===== config.mk =====
export PLATFORM = sky130hd
export DESIGN_NAME = march_bist_engine
export DESIGN_NICKNAME = d
export VERILOG_FILES = /design/src/rtl/march_bist_engine.sv
export SDC_FILE = /design/constraint.sdc
export NUM_CORES = 1
export LEC_CHECK = 0
export CAP_MARGIN = 15
export CELL_PAD_IN_SITES_DETAIL_PLACEMENT = 2
export CELL_PAD_IN_SITES_GLOBAL_PLACEMENT = 2
export CORE_MARGIN = 8
export CORE_UTILIZATION = 34
export CTS_BUF_LIST = sky130_fd_sc_hd__clkbuf_4 sky130_fd_sc_hd__clkbuf_8
export DETAILED_ROUTE_END_ITERATION = 7
export PLACE_DENSITY = 0.84
export SYNTH_ARGS = -nofsm -noshare
export SYNTH_HDL_FRONTEND = slang
export SYNTH_SLANG_ARGS = --single-unit

===== constraint.sdc =====
create_clock -name clk -period 3.75 [get_ports clk]
set_input_delay 0.5625 -clock clk [delete_from_list [all_inputs] [get_ports clk]]
set_output_delay 0.5625 -clock clk [all_outputs]
set_load 0.01 [all_outputs]

===== src/rtl/march_bist_engine.sv =====
// march_bist_engine
//   March-test BIST sequencer for a single-port synchronous SRAM.
//   Runs MATS+, March C- or March LR with a solid or checkerboard data
//   background and records the first failing address/element.
//
// Ports
//   clk, rst          clock, asynchronous active-high reset
//   en_in             start request (level), sampled in IDLE
//   mode_in, bg_in    algorithm / background, latched at start
//   dat_in            SRAM read data (RD_LAT cycles after address)
//   addr_out, dat_out SRAM address / write data (expected value on reads)
//   w_en_out          SRAM write enable
//   busy, rst_done    running / finished status
//   fail, fail_addr,  sticky mismatch flag and first-failure capture
//   fail_elem
module march_bist_engine #(
    parameter int DATA_W       = 4,
    parameter int ADDR_W       = 8,
    parameter int RD_LAT       = 3,
    parameter int STOP_ON_FAIL = 0
) (
    input  logic              clk,
    input  logic              rst,
    input  logic              en_in,
    input  logic [1:0]        mode_in,
    input  logic              bg_in,
    input  logic [DATA_W-1:0] dat_in,
    output logic [ADDR_W-1:0] addr_out,
    output logic [DATA_W-1:0] dat_out,
    output logic              w_en_out,
    output logic              busy,
    output logic              rst_done,
    output logic              fail,
    output logic [ADDR_W-1:0] fail_addr,
    output logic [2:0]        fail_elem
);

    localparam int LAT_W = $clog2(RD_LAT + 1);
    localparam logic [LAT_W-1:0] LAT_MAX = LAT_W'(RD_LAT);

    typedef enum logic [1:0] {S_IDLE, S_OP, S_DONE} state_t;

    // One march element: op count minus one, per-op write flag and data
    // value (0 = background, 1 = inverted background), last-element flag.
    typedef struct packed {
        logic [1:0] nm1;
        logic [3:0] wr;
        logic [3:0] val;
        logic       last;
    } elem_t;

    // Checkerboard pattern for even addresses: bit j = j[0].
    function automatic logic [DATA_W-1:0] chk_pat();
        logic [DATA_W-1:0] p;
        for (int j = 0; j < DATA_W; j++) p[j] = j[0];
        return p;
    endfunction

    localparam logic [DATA_W-1:0] CHK = chk_pat();

    // Element ROM. Element 0 is ⇕(w0) for every algorithm; mode 3 maps to LR.
    function automatic elem_t elem_rom(input logic [1:0] mode, input logic [2:0] idx);
        elem_t e;
        e = '{2'd0, 4'b0001, 4'b0000, 1'b0};
        if (mode == 2'd0) begin
            case (idx)
                3'd1:    e = '{2'd1, 4'b0010, 4'b0010, 1'b0};  // r0,w1
                3'd2:    e = '{2'd1, 4'b0010, 4'b0001, 1'b1};  // r1,w0
                default: ;
            endcase
        end else if (mode == 2'd1) begin
            case (idx)
                3'd1:    e = '{2'd1, 4'b0010, 4'b0010, 1'b0};  // r0,w1
                3'd2:    e = '{2'd1, 4'b0010, 4'b0001, 1'b0};  // r1,w0
                3'd3:    e = '{2'd1, 4'b0010, 4'b0010, 1'b0};  // r0,w1
                3'd4:    e = '{2'd1, 4'b0010, 4'b0001, 1'b0};  // r1,w0
                3'd5:    e = '{2'd0, 4'b0000, 4'b0000, 1'b1};  // r0
                default: ;
            endcase
        end else begin
            case (idx)
                3'd1:    e = '{2'd1, 4'b0010, 4'b0010, 1'b0};  // r0,w1
                3'd2:    e = '{2'd3, 4'b1010, 4'b1001, 1'b0};  // r1,w0,r0,w1
                3'd3:    e = '{2'd1, 4'b0010, 4'b0001, 1'b0};  // r1,w0
                3'd4:    e = '{2'd3, 4'b1010, 4'b0110, 1'b0};  // r0,w1,r1,w0
                3'd5:    e = '{2'd0, 4'b0000, 4'b0000, 1'b1};  // r0
                default: ;
            endcase
        end
        return e;
    endfunction

    // Descending-address elements.
    function automatic logic elem_dn(input logic [1:0] mode, input logic [2:0] idx);
        case (mode)
            2'd0:    return idx == 3'd2;
            2'd1:    return (idx == 3'd3) || (idx == 3'd4);
            default: return idx == 3'd1;
        endcase
    endfunction

    state_t            r_state, w_state_nx;
    logic [1:0]        r_mode, w_mode_nx;
    logic              r_bg, w_bg_nx;
    logic [2:0]        r_elem, w_elem_nx;
    logic [1:0]        r_op, w_op_nx;
    logic [LAT_W-1:0]  r_lat, w_lat_nx;
    logic [ADDR_W-1:0] r_addr, w_addr_nx;
    logic              r_fail, w_fail_nx;
    logic [ADDR_W-1:0] r_fail_addr, w_fail_addr_nx;
    logic [2:0]        r_fail_elem, w_fail_elem_nx;

    elem_t             w_rom;
    logic              w_dn, w_ndn, w_is_wr, w_rd_end, w_op_end, w_mis, w_last_addr;
    logic [DATA_W-1:0] w_bg, w_exp;

    always_comb begin
        w_rom       = elem_rom(r_mode, r_elem);
        w_dn        = elem_dn(r_mode, r_elem);
        w_ndn       = elem_dn(r_mode, r_elem + 3'd1);
        w_is_wr     = w_rom.wr[r_op];
        w_bg        = r_bg ? (r_addr[0] ? ~CHK : CHK) : '0;
        w_exp       = w_rom.val[r_op] ? ~w_bg : w_bg;
        // Read data is compared in the last cycle of the read op.
        w_rd_end    = !w_is_wr && (r_lat == LAT_MAX);
        w_op_end    = w_is_wr || w_rd_end;
        w_mis       = (r_state == S_OP) && w_rd_end && (dat_in != w_exp);
        w_last_addr = w_dn ? (r_addr == '0) : (r_addr == '1);
    end

    always_comb begin
        w_state_nx     = r_state;
        w_mode_nx      = r_mode;
        w_bg_nx        = r_bg;
        w_elem_nx      = r_elem;
        w_op_nx        = r_op;
        w_lat_nx       = r_lat;
        w_addr_nx      = r_addr;
        w_fail_nx      = r_fail;
        w_fail_addr_nx = r_fail_addr;
        w_fail_elem_nx = r_fail_elem;
        case (r_state)
            S_IDLE: begin
                if (en_in) begin
                    w_state_nx     = S_OP;
                    w_mode_nx      = mode_in;
                    w_bg_nx        = bg_in;
                    w_elem_nx      = '0;
                    w_op_nx        = '0;
                    w_lat_nx       = '0;
                    w_addr_nx      = '0;  // element 0 always ascends
                    w_fail_nx      = 1'b0;
                    w_fail_addr_nx = '0;
                    w_fail_elem_nx = '0;
                end
            end
            S_OP: begin
                if (!w_op_end) begin
                    w_lat_nx = r_lat + 1'b1;
                end else begin
                    w_lat_nx = '0;
                    if (r_op != w_rom.nm1) begin
                        w_op_nx = r_op + 2'd1;
                    end else begin
                        w_op_nx = '0;
                        if (!w_last_addr)
                            w_addr_nx = w_dn ? r_addr - 1'b1 : r_addr + 1'b1;
                        else if (w_rom.last)
                            w_state_nx = S_DONE;
                        else begin
                            w_elem_nx = r_elem + 3'd1;
                            w_addr_nx = w_ndn ? '1 : '0;
                        end
                    end
                end
                if (w_mis) begin
                    w_fail_nx = 1'b1;
                    if (!r_fail) begin
                        w_fail_addr_nx = r_addr;
                        w_fail_elem_nx = r_elem;
                    end
                    if (STOP_ON_FAIL != 0) w_state_nx = S_DONE;
                end
            end
            S_DONE:  if (!en_in) w_state_nx = S_IDLE;
            default: w_state_nx = S_IDLE;
        endcase
    end

    always_ff @(posedge clk or posedge rst) begin
        if (rst) begin
            r_state     <= S_IDLE;
            r_mode      <= '0;
            r_bg        <= 1'b0;
            r_elem      <= '0;
            r_op        <= '0;
            r_lat       <= '0;
            r_addr      <= '0;
            r_fail      <= 1'b0;
            r_fail_addr <= '0;
            r_fail_elem <= '0;
        end else begin
            r_state     <= w_state_nx;
            r_mode      <= w_mode_nx;
            r_bg        <= w_bg_nx;
            r_elem      <= w_elem_nx;
            r_op        <= w_op_nx;
            r_lat       <= w_lat_nx;
            r_addr      <= w_addr_nx;
            r_fail      <= w_fail_nx;
            r_fail_addr <= w_fail_addr_nx;
            r_fail_elem <= w_fail_elem_nx;
        end
    end

    // Strobes decode from state so reset removes them without a clock.
    assign addr_out  = r_addr;
    assign dat_out   = (r_state == S_OP) ? w_exp : '0;
    assign w_en_out  = (r_state == S_OP) && w_is_wr;
    assign busy      = (r_state == S_OP);
    assign rst_done  = (r_state == S_DONE);
    assign fail      = r_fail;
    assign fail_addr = r_fail_addr;
    assign fail_elem = r_fail_elem;

endmodule


======== After elaboration in Yosys (flattened, before gate mapping) ========
Cells that the tools add are included.
cells by class
  $add $sub $neg .......................... 5
  magnitude comparators ................... 1
  equal/unequal tests ..................... 26
  mux-type cells .......................... 52
  bitwise gates (word level) .............. 1
  reductions and logical operators ........ 22
operator list
  cell                                               count
  two-way mux 8 bit                                  9
  case mux 11 bit (5 select lines)                   1
  case mux 8 bit (2 select lines)                    2
  case mux 10 bit (3 select lines)                   1
  two-way mux 11 bit                                 2
  two-way mux 3 bit                                  7
  two-way mux 2 bit                                  10
  case mux 10 bit (2 select lines)                   1
  two-way mux 4 bit                                  4
  == test 3 x 2 -> 1 bit (second input constant)     4
  case mux 3 bit (2 select lines)                    2
  AND reduction 6 bit                                2
  != test 2 bit (second input constant)              5
  == test 3 bit (second input constant)              3
  adder 8 x 1 -> 8 bit (second input constant)       1
  == test 8 bit (second input constant)              1
  zero test 8 bit                                    1
  != test 2 x 1 -> 1 bit (second input constant)     4
  case mux 2 bit (2 select lines)                    2
  subtractor 8 x 1 -> 8 bit (second input constant)  1
  == test 3 x 1 -> 1 bit (second input constant)     2
  case mux 1 bit (2 select lines)                    3
  case mux 2 bit (3 select lines)                    1
  AND reduction 3 bit                                2
  20 further kinds                                   36
word-level totals
  bits in registers ....................... 32
  input port bits ......................... 10
  output and inout port bits .............. 27

======== Logic depth before layout (Yosys ltp) ========
  depth after elaboration ................. 13
  depth in mapped cells ................... 15

======== Worst setup path after synthesis ========
OpenSTA, ideal clock, no wires.
  kind .................................... flip-flop to flip-flop
  start ................................... reg r_elem[0]
  end ..................................... reg r_addr[7] (netlist: addr_out[7])
  library setup time ...................... 0.121 ns
  arrival time ............................ 2.988 ns
  path slack .............................. 0.640 ns
  stages on the path, launching flop included .. 16
  clock period less this slack ............ 3.110 ns
  cell sequence ........................... dfrtp_1 > inv_1 > ha_1 > and2_4 > a211o_1 > a22oi_4 > inv_1 > ha_1 > a21o_1 > a211oi_1 > o21bai_1 > a21o_1 > a21oi_1 > xnor2_1 > o21ai_0 > o2bb2ai_1
between the ends
  cells in the longest elaborated chain, start to end .. 12
RTL lines
  item                                            RTL line  RTL
  from (decl)                                     105       logic [2:0] r_elem, w_elem_nx;
  from (signal assigned)                          206       r_elem <= w_elem_nx;
  == test 3 x 2 -> 1 bit (tied with other cells)  --
  OR reduction 2 bit (no line)                    --
  case mux 10 bit (3 select lines)                72        case (idx)
  two-way mux 11 bit                              71        end else if (mode == 2'd1) begin
  two-way mux 11 bit                              65        if (mode == 2'd0) begin
  binary-select mux 1 bit (select 2 bit)          121       w_is_wr = w_rom.wr[r_op];
  two-way mux 1 bit (not written as such)         121
  zero test 1 bit                                 125       w_rd_end = !w_is_wr && (r_lat == LAT_MAX);
  logical AND 1 bit                               125
  logical OR 1 bit                                126       w_op_end = w_is_wr || w_rd_end;
  != test 2 x 1 -> 1 bit (no line)                --
  AND reduction 5 bit (no line)                   --
  to (signal assigned)                            209       r_addr <= w_addr_nx;
  to (decl)                                       108       logic [ADDR_W-1:0] r_addr, w_addr_nx;
Several ways; a longest one is shown, not always the timed one. The select of a mux whose other input is x is not followed.
A chain may end at the register's enable or synchronous reset.

======== Worst setup path after layout ========
Same ends and word-level chain as after synthesis.

==> metrics.md <==
| Metric | Value |
|---|---|
| Max Cap Viol | `0` |
| Antenna Violating Nets Remaining | `0` |
| Die area | `0.009608 mm2` |
| Clk Latency, worst-skew pair | `0.29 ns` |
| Clock slew at reported path FFs | `0.07 ns` |
| Flops & latches, synth | `32` |
| DR pass1 iterations | `4` |
| GR Util met1 | `0.1922` |
| Slew of the pin with the lowest slew margin | `0.6905 ns` |
| Critical path endpoint category | `flop` |
| Maximum vdd drop | `0.3301 mV` |
| Fraction of layout cells with a size suffix above 1 | `0.08904` |
| Synth top cells by count | `nand2_1 (40), dfrtp_1 (32), mux2i_1 (18)` |
| GRT Total Usage | `0.1552` |
| Placed inst area | `0.002716 mm2` |
| Routed len/inst | `19.19 um` |
| CTS resizes | `0` |
| CTS Buf Count | `5` |
| Outcome | `completed` |
| Number of synthesized flops with an enable pin | `0` |
| Synthesis-to-layout area growth | `22.32%` |
| Initial drt markers | `71` |
| Syn Inst Count | `258` |
| Relative slew slack | `0.5383` |
| Most frequent cell after synthesis | `nand2_1` |
| Grt ovf | `0` |
| Vias | `2,058` |
| M2 GR Usage | `0.2677` |
| Routed wire length | `7139 um` |
| RSZ-0062 raised after global routing | `no` |
| WP data arrival | `3.67 ns` |
| Synthesized area per cell | `8.865 um2` |
| Fill cells | `741` |
| Largest net degree at the start of global routing | `33` |
| Crit path launch type | `flop` |
| Pins Over Slew Limit | `0` |
| Initial antenna violation count | `0` |
| Register area share after synthesis | `0.3501` |
| Highest clock rate | `0.2860 GHz` |
| Syn nets | `281` |
| Min Hold Slack | `0.5165 ns` |
| Synth area leader | `dfrtp_1` |
| Final Cycle Share | `0.9324` |
| Total chip power | `0.002329 W` |
| Number of synthesis warnings | `0` |
| P_leak | `1.321 nW` |
| Finished Cell Area | `0.002798 mm2` |
| Clock sinks | `32` |
| PD cells | `832.5 mW/mm2` |
| Worst Hold Class | `reg -> reg` |
| # IOs | `37` |
| Async SR Flop Fraction | `1.000` |
| IO Port Bufs | `36` |
| Slack of the critical path | `0.2536 ns` |
| Vias per inst | `5.532` |
| Chip Width | `98.02 um` |
| CP Data Required Time | `3.93 ns` |
| Die H | `98.02 um` |
| Starting Density | `0.3443` |
| Final min period | `3.496 ns` |
| Residual DRC | `0` |
| Vias in the first global route | `2,303` |
| Top post-synthesis cells by area | `dfrtp_1 (35%), mux2i_1 (7.9%), ha_1 (6.6%), nand2_1 (6.6%), xnor2_1 (3.8%)` |
| GRT met3 Usage | `0.02916` |
| Hpwl dp | `5125 um` |
| CP Max Fanout | `8` |
| Pre-CTS WS | `0.2816 ns` |
| H-tree levels | `2` |
| Worst Skew | `0.008787 ns` |
| Max Buffers Root-to-Sink | `2` |
| Netlist cell types | `50` |
| Synth Cell Area | `0.002287 mm2` |
| CTS root buffer | `clkbuf_8` |
| CORE AREA | `0.006644 mm2` |
| Hold Buf Count CTS | `0` |
| Global-route wire length before repair | `12,100 um` |
| Nets | `315` |
| Main synth FF type | `dfrtp_1` |
| GR peak layer | `met2` |
| Post-CTS Setup Inserts | `0` |
| CTS tree | `done` |
| Inserted Diodes | `0` |
| Yosys top cell area share | `0.3501` |
| Row Count | `30` |
| Final setup vio count | `0` |
| Final Hold Fails | `0` |
| Setup TNS | `0 ns` |
| Kind of critical path | `reg -> reg` |
| GP Congestion | `0.8209` |
==> flip-flops by register name (all words and copies together) (netlist names), 2 cells and up <==
name	cells
fail_elem	3
r_state	2
addr_out	8
r_mode	2
fail_addr	8
r_elem	3
r_op	2
r_lat	2
==> worst paths after layout <==
check | start | end | slack, ns | depth (start not counted)
max | r_elem[0] | addr_out[7] | 0.25 | 15
max in group asynchronous | rst | fail | 2.76 | 3
max reg2reg | r_elem[0] | addr_out[7] | 0.25 | 15
min in group asynchronous | rst | fail_addr[5] | 0.66 | 3
min reg2reg | r_lat[1] | r_lat[1] | 0.52 | 2
min | r_lat[1] | r_lat[1] | 0.52 | 2
==> final cells by class <==
cell class / instances / area, um2 / area share
inverter: 17 / 63.81 / 0.02281
tap: 80 / 100.1 / 0.03578
multi-input combinational: 195 / 1354 / 0.4839
clock inverter: 2 / 12.51 / 0.004472
clock buffer: 5 / 68.82 / 0.02460
sequential: 32 / 800.8 / 0.2862
timing repair buffer: 41 / 397.9 / 0.1422
==> report_power, final <==
group	switching [W]	internal [W]	leakage [nW]
clock	0.000138	0.000126	0.0400
combinational	0.000737	0.000674	0.868
sequential	0.000183	0.000471	0.413
==> critical path: stages, from the launching register on <==
cell       delay (ns)
dfrtp_1          0.47
inv_1            0.11
ha_1             0.25
and2_4           0.17
a211o_1          0.30
a22oi_4          0.22
inv_1            0.19
ha_1             0.31
a21o_1           0.19
a211oi_1         0.25
o21bai_1         0.14
a21o_1           0.20
a21oi_1          0.19
xnor2_1          0.16
o21ai_0          0.12
o2bb2ai_1        0.13
==> routing by layer <==
metal / vias up / share of wire
li1: 975 / -
met5: - / 0
met1: 1045 / 0.46
met4: 0 / 0.013
met3: 7 / 0.028
met2: 31 / 0.49
==> stage by stage <==
stage	utilization	std cells
floorplan	-	258
global placement	0.4089	365
detailed placement	0.4089	365
CTS	0.4211	372
global route	0.4211	372
finish	0.4211	372
==> cell families (layout without fill, tap and decap cells) <==
family | Yosys count | in the layout | synth area share
and+or+nand+nor | 80 | 80 | 0.1712
AOI/OAI and AO/OA | 70 | 70 | 0.2095
DFF | 32 | 32 | 0.3501
buffers and inverters | 31 | 65 | 0.05799
muxes | 22 | 22 | 0.09847
adders and majority gates | 13 | 13 | 0.07440
xor gates and xnor gates | 10 | 10 | 0.03829
==> cell usage in the layout, fill, tap and decap left out, types with 6 or more instances in the layout <==
cell type,n
a211oi_1,8
a21o_1,8
a21oi_1,10
clkdlybuf4s50_1,36
dfrtp_1,32
ha_1,12
inv_1,15
mux2i_1,18
nand2_1,40
nor2_1,13
o21ai_0,13
o21ai_1,6
xnor2_1,10
Power figures use the tool's default switching activity.
